$ cat src/rtl/uart_tx_arb_if.sv
// uart_tx_arb_if: requester handshakes, shared transmitter port and status of uart_tx_arb
interface uart_tx_arb_if;
  logic       req0_valid;
  logic [7:0] req0_data;
  logic       req0_last;
  logic       req0_ready;
  logic       req1_valid;
  logic [7:0] req1_data;
  logic       req1_last;
  logic       req1_ready;
  logic       tx_start;
  logic [7:0] tx_data;
  logic       tx_busy;
  logic [1:0] grant;
  logic       timeout_flag;
  modport slave (
    input  req0_valid, req0_data, req0_last, req1_valid, req1_data, req1_last, tx_busy,
    output req0_ready, req1_ready, tx_start, tx_data, grant, timeout_flag
  );
  modport master (
    output req0_valid, req0_data, req0_last, req1_valid, req1_data, req1_last, tx_busy,
    input  req0_ready, req1_ready, tx_start, tx_data, grant, timeout_flag
  );
endinterface

$ cat src/rtl/uart_tx_arb.sv
// uart_tx_arb: two-requester message-locked arbiter for one UART transmitter; UART_ARB_TIMEOUT_EN adds stalled-lock release
module uart_tx_arb #(
  parameter int TIMEOUT_CYCLES = 1024
) (
  input logic          clk,
  input logic          reset,
  uart_tx_arb_if.slave bus
);
  localparam logic [1:0] IDLE = 2'd0, OWN = 2'd1, SEND = 2'd2, DRAIN = 2'd3;
  logic [1:0] state_q, state_d, grant_q, grant_d;
  logic       rr_q, rr_d, last_q, last_d;
  logic [7:0] tx_data_q, tx_data_d;
  logic       own_valid, accept, tmo;
  if (TIMEOUT_CYCLES < 1) begin : g_cfg_chk
    $error("uart_tx_arb: TIMEOUT_CYCLES must be at least 1");
  end
  assign own_valid      = grant_q[1] ? bus.req1_valid : bus.req0_valid;
  assign accept         = state_q == OWN && own_valid && !bus.tx_busy;
  assign bus.req0_ready = accept && grant_q[0];
  assign bus.req1_ready = accept && grant_q[1];
  assign bus.tx_start   = state_q == SEND;
  assign bus.tx_data    = tx_data_q;
  assign bus.grant      = grant_q;
`ifdef UART_ARB_TIMEOUT_EN
  localparam int CW = $clog2(TIMEOUT_CYCLES + 1);
  logic [CW-1:0] cnt_q, cnt_d;
  logic          flag_q, flag_d;
  assign tmo = state_q == OWN && !own_valid && cnt_q == CW'(TIMEOUT_CYCLES - 1);
  always_comb begin
    cnt_d  = (state_q == OWN && !own_valid && !tmo) ? cnt_q + 1'b1 : '0;
    flag_d = tmo;
  end
  always_ff @(posedge clk) begin
    cnt_q  <= reset ? '0 : cnt_d;
    flag_q <= reset ? 1'b0 : flag_d;
  end
  assign bus.timeout_flag = flag_q;
`else
  assign tmo              = 1'b0;
  assign bus.timeout_flag = 1'b0;
`endif
  always_comb begin
    state_d   = state_q;
    grant_d   = grant_q;
    rr_d      = rr_q;
    last_d    = last_q;
    tx_data_d = tx_data_q;
    case (state_q)
      IDLE: if (bus.req0_valid || bus.req1_valid) begin
        grant_d = (bus.req0_valid && bus.req1_valid) ? (rr_q ? 2'b10 : 2'b01)
                                                     : {bus.req1_valid, bus.req0_valid};
        state_d = OWN;
      end
      OWN: if (tmo) begin
        grant_d = 2'b00;
        rr_d    = grant_q[0];
        state_d = IDLE;
      end else if (accept) begin
        tx_data_d = grant_q[1] ? bus.req1_data : bus.req0_data;
        last_d    = grant_q[1] ? bus.req1_last : bus.req0_last;
        state_d   = SEND;
      end
      SEND: state_d = DRAIN;
      default: if (!bus.tx_busy) begin
        state_d = last_q ? IDLE : OWN;
        grant_d = last_q ? 2'b00 : grant_q;
        rr_d    = last_q ? grant_q[0] : rr_q;
      end
    endcase
  end
  always_ff @(posedge clk) begin
    if (reset) begin
      state_q   <= IDLE;
      grant_q   <= 2'b00;
      rr_q      <= 1'b0;
      last_q    <= 1'b0;
      tx_data_q <= 8'h00;
    end else begin
      state_q   <= state_d;
      grant_q   <= grant_d;
      rr_q      <= rr_d;
      last_q    <= last_d;
      tx_data_q <= tx_data_d;
    end
  end
endmodule

$ cat src/flat_wrapper.sv
// flat-port wrapper written by rule: the top's interface ports become plain ports
module uart_tx_arb_flat 
#(
  parameter int TIMEOUT_CYCLES = 1024
)
  (clk, reset, bus_req0_valid, bus_req0_data, bus_req0_last, bus_req1_valid, bus_req1_data, bus_req1_last, bus_tx_busy, bus_req0_ready, bus_req1_ready, bus_tx_start, bus_tx_data, bus_grant, bus_timeout_flag);
  uart_tx_arb_if bus_i ();
  input logic clk;
  input logic reset;
  input wire logic [$bits(bus_i.req0_valid)-1:0] bus_req0_valid;
  input wire logic [$bits(bus_i.req0_data)-1:0] bus_req0_data;
  input wire logic [$bits(bus_i.req0_last)-1:0] bus_req0_last;
  input wire logic [$bits(bus_i.req1_valid)-1:0] bus_req1_valid;
  input wire logic [$bits(bus_i.req1_data)-1:0] bus_req1_data;
  input wire logic [$bits(bus_i.req1_last)-1:0] bus_req1_last;
  input wire logic [$bits(bus_i.tx_busy)-1:0] bus_tx_busy;
  output wire logic [$bits(bus_i.req0_ready)-1:0] bus_req0_ready;
  output wire logic [$bits(bus_i.req1_ready)-1:0] bus_req1_ready;
  output wire logic [$bits(bus_i.tx_start)-1:0] bus_tx_start;
  output wire logic [$bits(bus_i.tx_data)-1:0] bus_tx_data;
  output wire logic [$bits(bus_i.grant)-1:0] bus_grant;
  output wire logic [$bits(bus_i.timeout_flag)-1:0] bus_timeout_flag;
  assign bus_i.req0_valid = bus_req0_valid;
  assign bus_i.req0_data = bus_req0_data;
  assign bus_i.req0_last = bus_req0_last;
  assign bus_i.req1_valid = bus_req1_valid;
  assign bus_i.req1_data = bus_req1_data;
  assign bus_i.req1_last = bus_req1_last;
  assign bus_i.tx_busy = bus_tx_busy;
  assign bus_req0_ready = bus_i.req0_ready;
  assign bus_req1_ready = bus_i.req1_ready;
  assign bus_tx_start = bus_i.tx_start;
  assign bus_tx_data = bus_i.tx_data;
  assign bus_grant = bus_i.grant;
  assign bus_timeout_flag = bus_i.timeout_flag;
  uart_tx_arb #(.TIMEOUT_CYCLES(TIMEOUT_CYCLES)) u_core (.clk(clk), .reset(reset), .bus(bus_i));
endmodule
$ cat config.mk
export PLATFORM = sky130hd
export DESIGN_NAME = uart_tx_arb_flat
export DESIGN_NICKNAME = d
export VERILOG_FILES = /design/src/rtl/uart_tx_arb_if.sv /design/src/rtl/uart_tx_arb.sv /design/src/flat_wrapper.sv
export SDC_FILE = /design/constraint.sdc
export NUM_CORES = 1
export LEC_CHECK = 0
export CAP_MARGIN = 20
export CORE_MARGIN = 2
export CORE_UTILIZATION = 40
export DETAILED_ROUTE_END_ITERATION = 8
export GPL_ROUTABILITY_DRIVEN = 1
export PLACE_DENSITY = 0.77
export SLEW_MARGIN = 0
export SYNTH_ARGS = -nofsm -noshare
export SYNTH_HDL_FRONTEND = slang
export SYNTH_SLANG_ARGS = --single-unit
$ cat constraint.sdc
create_clock -name clk -period 1.7 [get_ports clk]
set_input_delay 0.17 -clock clk [delete_from_list [all_inputs] [get_ports clk]]
set_output_delay 0.17 -clock clk [all_outputs]
set_load 0.01 [all_outputs]
## Yosys cells after proc, flatten, opt, wreduce, memory -nomap -nowiden

Index checks and enable logic that the tools add are counted.

| word-level totals | value |
|---|---|
| flip-flop bits (word level) | 14 |
| input port bits | 23 |
| output and inout bits | 14 |
| logic and storage cells | 43 |

| operators by class | value |
|---|---|
| equal/unequal tests | 6 |
| multiplexer cells | 14 |
| bitwise logic cells | 3 |
| reductions and logical operators | 15 |

Operator list:

| cell | count |
|---|---|
| 2-bit two-way mux | 8 |
| 8-bit two-way mux | 1 |
| 2-bit by 1-bit != test with 1-bit output, second input constant | 3 |
| 2-bit one-hot mux with 3 select lines | 1 |
| 3-bit AND reduction | 2 |
| 1-bit logical AND | 5 |
| 4-bit by 1-bit != test with 1-bit output, second input constant | 1 |
| 2-bit one-hot mux with 2 select lines | 1 |
| 4-bit AND reduction | 1 |
| 1-bit two-way mux | 3 |
| 1-bit inverter | 3 |
| 3-bit OR reduction | 1 |
| 2-bit by 1-bit == test with 1-bit output, second input constant | 1 |
| 2-bit == test, second input constant | 1 |
| 2-bit logical NOT | 1 |
| 2-bit AND reduction | 1 |
| 2-bit nonzero test | 1 |
| 2-bit OR reduction | 1 |
| 1-bit logical NOT | 1 |
| 1-bit logical OR | 1 |

## Longest topological paths before layout

| logic depth | value |
|---|---|
| depth in word-level cells | 5 |
| depth in mapped cells | 6 |
| mapped depth without buffers | 6 |

## Least setup slack after synthesis

Ideal clock, no wire load.

| timing path | value |
|---|---|
| kind | register to output |
| from | register u_core.grant_q[1] (netlist: u_core.bus.grant[1]) |
| to | output port bus_req0_ready |
| arrival time | 1.354 ns |
| data required time | 1.530 ns |
| slack | 0.176 ns |
| stages on the path, launching flop included | 6 |
| buffers on the path | 2 |
| cells stage by stage | dfxtp_1 -> mux2_4 -> and3_4 -> buf_6 -> buf_6 -> and2_1 |

| on the way | value |
|---|---|
| word-level cells in the longest chain between the ends | 4 |

RTL lines:

| item | line | text |
|---|---|---|
| start, declared | uart_tx_arb.sv:10 | `logic [1:0] state_q, state_d, grant_q, grant_d;` |
| start signal, assigned | uart_tx_arb.sv:80 | `grant_q <= grant_d;` |
| 1-bit two-way mux | uart_tx_arb.sv:17 | `assign own_valid = grant_q[1] ? bus.req1_valid : bus.req0_valid;` |
| 1-bit logical AND (2 in series) | uart_tx_arb.sv:18 | `assign accept = state_q == OWN && own_valid && !bus.tx_busy;` |
| 1-bit logical AND | uart_tx_arb.sv:19 | `assign bus.req0_ready = accept && grant_q[0];` |
| end, declared | flat_wrapper.sv:17 | `output wire logic [$bits(bus_i.req0_ready)-1:0] bus_req0_ready;` |

Every way passes these cells.

## Worst setup path in the final report

| timing path | value |
|---|---|
| from | register u_core.state_q[0] |
| to | output port bus_tx_start |

| on the way | value |
|---|---|
| word-level cells in the longest chain between the ends | 1 |

RTL lines:

| item | line | text |
|---|---|---|
| start, declared | uart_tx_arb.sv:10 |  |
| start signal, assigned | uart_tx_arb.sv:79 | `state_q <= state_d;` |
| 2-bit == test | uart_tx_arb.sv:21 | `assign bus.tx_start = state_q == SEND;` |
| end, declared | flat_wrapper.sv:19 | `output wire logic [$bits(bus_i.tx_start)-1:0] bus_tx_start;` |

Every way passes these cells.

==> key figures <==
Floorplan
  • Top-Level Pins: 37
  • Initial core utilization: a little over two fifths
  • Core area: roughly 2000 µm²
  • Cell row count: 16
  • Total Die Area: around 2500 µm²
  • Width of the chip: between 40 and 50 µm
  • Height of the die: between 40 and 50 µm

Clock tree
  • Quantity of hold-fixing buffers added after cts: 0
  • Root buffer selected by CTS: sky130_fd_sc_hd__clkbuf_4
  • Maximum clock insertion buffer count: 2
  • Count of H-tree levels built during CTS: 1
  • Number of buffers created by CTS: 3
  • Clk pin slew, worst setup/hold paths: about 0.08 ns
  • Number of sinks handled by clock tree synthesis: 14
  • TritonCTS clock tree: done
  • Clock latency at the later pin of the worst-skew pair: just under 0.3 ns

STA
  • Setup repair after global routing missed its margin: no
  • Setup Total Neg Slack: 0 ns
  • Fin. Hold Viols: 0
  • Time the worst path needs with I/O delays and setup: between 1.5 and 2 ns
  • Maximum operating frequency: a little over 600 MHz
  • Total setup violations reported at the end of the flow: 0
  • Clock skew after layout: roughly 0.0035 ns
  • Max-slew violations: 0
  • Ratio of final minimum period to clock period: 95.4%

Setup path
  • Type of origin of the critical path: register
  • Largest stage delay, worst path: approximately 0.48 ns
  • CP Launch Point: u_core.state_q[0]
  • Worst Path Arrival: between 1 and 1.5 ns
  • Required time of the critical path: approximately 1.5 ns
  • Largest fanout on the critical path: 5
  • Worst setup path class: reg2out
  • Nature of the critical path endpoint: output pin
  • Reg2Reg Launch Point: u_core.state_q[0]
  • Slowest stage cell on the critical path: sky130_fd_sc_hd__clkdlybuf4s50_1
  • Chain of cells forming the critical path: inv_1 > ha_1 > clkdlybuf4s50_1

Yosys
  • Largest area contributor in the netlist: sky130_fd_sc_hd__dfxtp_1
  • Yosys warnings: 0
  • Post-synthesis sequential element count: 14
  • Per-instance average area after synthesis: approximately 9.9 µm²
  • Dominant cells by area after synthesis: sky130_fd_sc_hd__dfxtp_1 34%, sky130_fd_sc_hd__a211oi_2 14%, sky130_fd_sc_hd__mux2i_1 13%, sky130_fd_sc_hd__ha_1 7.5%, sky130_fd_sc_hd__nor2_1 4.5%
  • Netlist area before placement: 831 µm²
  • Sequential-to-total area share from yosys stat: about 34%
  • Gate count after technology mapping: 84
  • Top-area cell type share of the netlist area: 33.7%
  • Number of distinct library cell variants in the gate-level netlist after synthesis: 30
  • Number of nets produced by synthesis: between 100 and 150

Layout
  • Fraction of layout instances using a drive strength above 1: 22.0%
  • Layout fillers: approximately 180
  • Layout net count: roughly 160
  • Diode insertion count for antenna repair: 0
  • Count of non-filler cells in the finished layout: ~150
  • Area taken by multi-input logic gates: roughly 510 µm²
  • Final non-filler cell area: around 1300 µm²
  • Growth of design area from synthesis to finish: 55.6%
  • Sequential cell area: between 200 and 300 µm²

Route
  • WL per Instance: 12.8 µm
  • Post-route DRC violation count: 0
  • Detailed Route Iter0 Violations: 7
  • Via count: 756
  • First-pass detailed-route iteration total: 4
  • Via density per instance: 4.91
  • Post-route ant nets: 0
  • Drt total wl: 1980 µm

Power and ir drop
  • Leakage component of the power: 0.492 nW
  • Maximum vdd ir drop: between 0.8 and 0.9 mV
  • PwrDens: 1110 nW/µm²

Flow run
  • Maxcap violations: 0

Hold path
  • Worst min-delay path category: reg2reg
  • Hold path startpoint: u_core.bus.grant[0]

Placed design
  • HPWL after DPL: between 1500 and 2000 µm
  • Buffers added on ports: 35
  • Final weighted congestion of routability-driven global placement: slightly below 0.9
  • Placed cells: 150
  • Area post-placement: roughly 1200 µm²

GRT
  • Vias in the first global route: between 700 and 800
  • Overall routing resource usage: around 18%
  • Total overflow reported by the global router: 0
  • Wire length of the first global-routing pass: around 3400 µm
  • Number of antenna violations at the first check in global routing: 0
  • Maximum number of pins on one net before global-route repair: 19

Outcome
  • Result of the run: complete, no violations
[cells in the final DEF (no fill, tap or decap), types with 2 or more instances in the layout]
cell,netlist,routed
sky130_fd_sc_hd__clkdlybuf4s50_1,0,33
sky130_fd_sc_hd__dfxtp_1,14,12
sky130_fd_sc_hd__mux2i_1,11,11
sky130_fd_sc_hd__nor2_1,10,10
sky130_fd_sc_hd__a211oi_2,9,9
sky130_fd_sc_hd__buf_4,1,8
sky130_fd_sc_hd__inv_1,5,5
sky130_fd_sc_hd__ha_1,5,4
sky130_fd_sc_hd__a21oi_1,3,3
sky130_fd_sc_hd__nand2_1,3,3
sky130_fd_sc_hd__clkbuf_4,0,3
sky130_fd_sc_hd__nand3_1,2,2
sky130_fd_sc_hd__dfxtp_2,0,2
[through the flow]
| stage | utilization [%] | hold slack [ns] | power (mW) | setup slack (ns) |
|---|---|---|---|---|
| floorplan | - | 0.235 | 0.909 | 0.176 |
| global placement | 63.4 | 0.470 | 1.15 | -0.120 |
| detailed placement | 63.4 | 0.478 | 1.18 | -0.153 |
| CTS | 66.1 | 0.491 | 1.45 | 0.0326 |
| global route | 65.9 | 0.511 | 1.54 | 0.00242 |
| finish | 65.9 | 0.491 | 1.43 | 0.0778 |
[where the power goes]
part,internal (mW),switching (mW)
sequential,0.400,0.0556
clock,0.131,0.109
combinational,0.385,0.351
total,0.915,0.516
[critical path, delay by kind of cell, from the launching register on]
kind                     cells  cell delay (ns)
buffers and inverters        2             0.56
flip-flops                   1             0.40
adder cells (fa/ha/maj)      1             0.21
[flip-flops by register name, summed over array words and instances, names as in the netlist]
name and cells:
u_core.bus.tx_data 8, u_core.rr_q 1, u_core.last_q 1, u_core.state_q 2
u_core.bus.grant 2
[cell usage after synthesis]
cell type,n
sky130_fd_sc_hd__nand3_1,2
sky130_fd_sc_hd__a21o_1,1
sky130_fd_sc_hd__a21oi_1,3
sky130_fd_sc_hd__nand4_1,1
sky130_fd_sc_hd__nor2b_1,1
sky130_fd_sc_hd__a211oi_2,9
sky130_fd_sc_hd__buf_4,1
sky130_fd_sc_hd__ha_1,5
sky130_fd_sc_hd__buf_6,2
sky130_fd_sc_hd__nand2b_1,1
sky130_fd_sc_hd__mux2i_1,11
sky130_fd_sc_hd__buf_2,1
sky130_fd_sc_hd__a2111o_1,1
sky130_fd_sc_hd__clkbuf_1,1
sky130_fd_sc_hd__and4_1,1
sky130_fd_sc_hd__o21ai_1,1
sky130_fd_sc_hd__nor2_1,10
sky130_fd_sc_hd__o2111ai_1,1
sky130_fd_sc_hd__and3_4,1
sky130_fd_sc_hd__nand2_1,3
sky130_fd_sc_hd__and2_1,1
sky130_fd_sc_hd__mux2_4,1
sky130_fd_sc_hd__conb_1,1
sky130_fd_sc_hd__inv_1,5
sky130_fd_sc_hd__dfxtp_1,14
sky130_fd_sc_hd__or3b_1,1
sky130_fd_sc_hd__o31ai_1,1
sky130_fd_sc_hd__o21a_1,1
sky130_fd_sc_hd__nor3_1,1
sky130_fd_sc_hd__a211o_1,1
[path summary, 6_finish.rpt]
path                                             to  slack, ns  cells after the start
worst min register to register  u_core.bus.grant[0]       0.49                      2
worst max-delay path                   bus_tx_start       0.08                      3
worst min-delay path            u_core.bus.grant[0]       0.49                      2
worst max register to register    u_core.state_q[1]       0.11                      6
[layer usage]
metal / part of all wire (%) / vias up / global-route usage (%)
met4: 1.1 / 0 / 5.56
met3: 4.2 / 4 / 6.36
met2: 54 / 18 / 33.1
li1: - / 385 / -
met5: 0 / - / 0
met1: 41 / 349 / 19.7
[cell families after synthesis]
group / share of synthesized area, %
compound gates: 22.1
fa+ha+maj: 7.53
buf+inv: 6.93
flops: 33.7
mux: 15.1
other cells: 0.451
simple gates: 14.2
[what timing repair did]
| item | CTS | global route |
|---|---|---|
| cloned | 0 | 0 |
| gates resized for setup | 8 | 1 |
| buffers inserted | 0 | 0 |
| setup endpoints to repair | 2 | 1 |
[cell type report]
cell class                      count  area share [%]
Inverter                            5            1.45
Sequential cell                    14            21.9
Multi-Input combinational cell     60            39.1
Timing Repair Buffer               44            32.1
Clock buffer                        4            2.81
Tap cell                           27            2.61
Power figures use the tool's default switching activity.
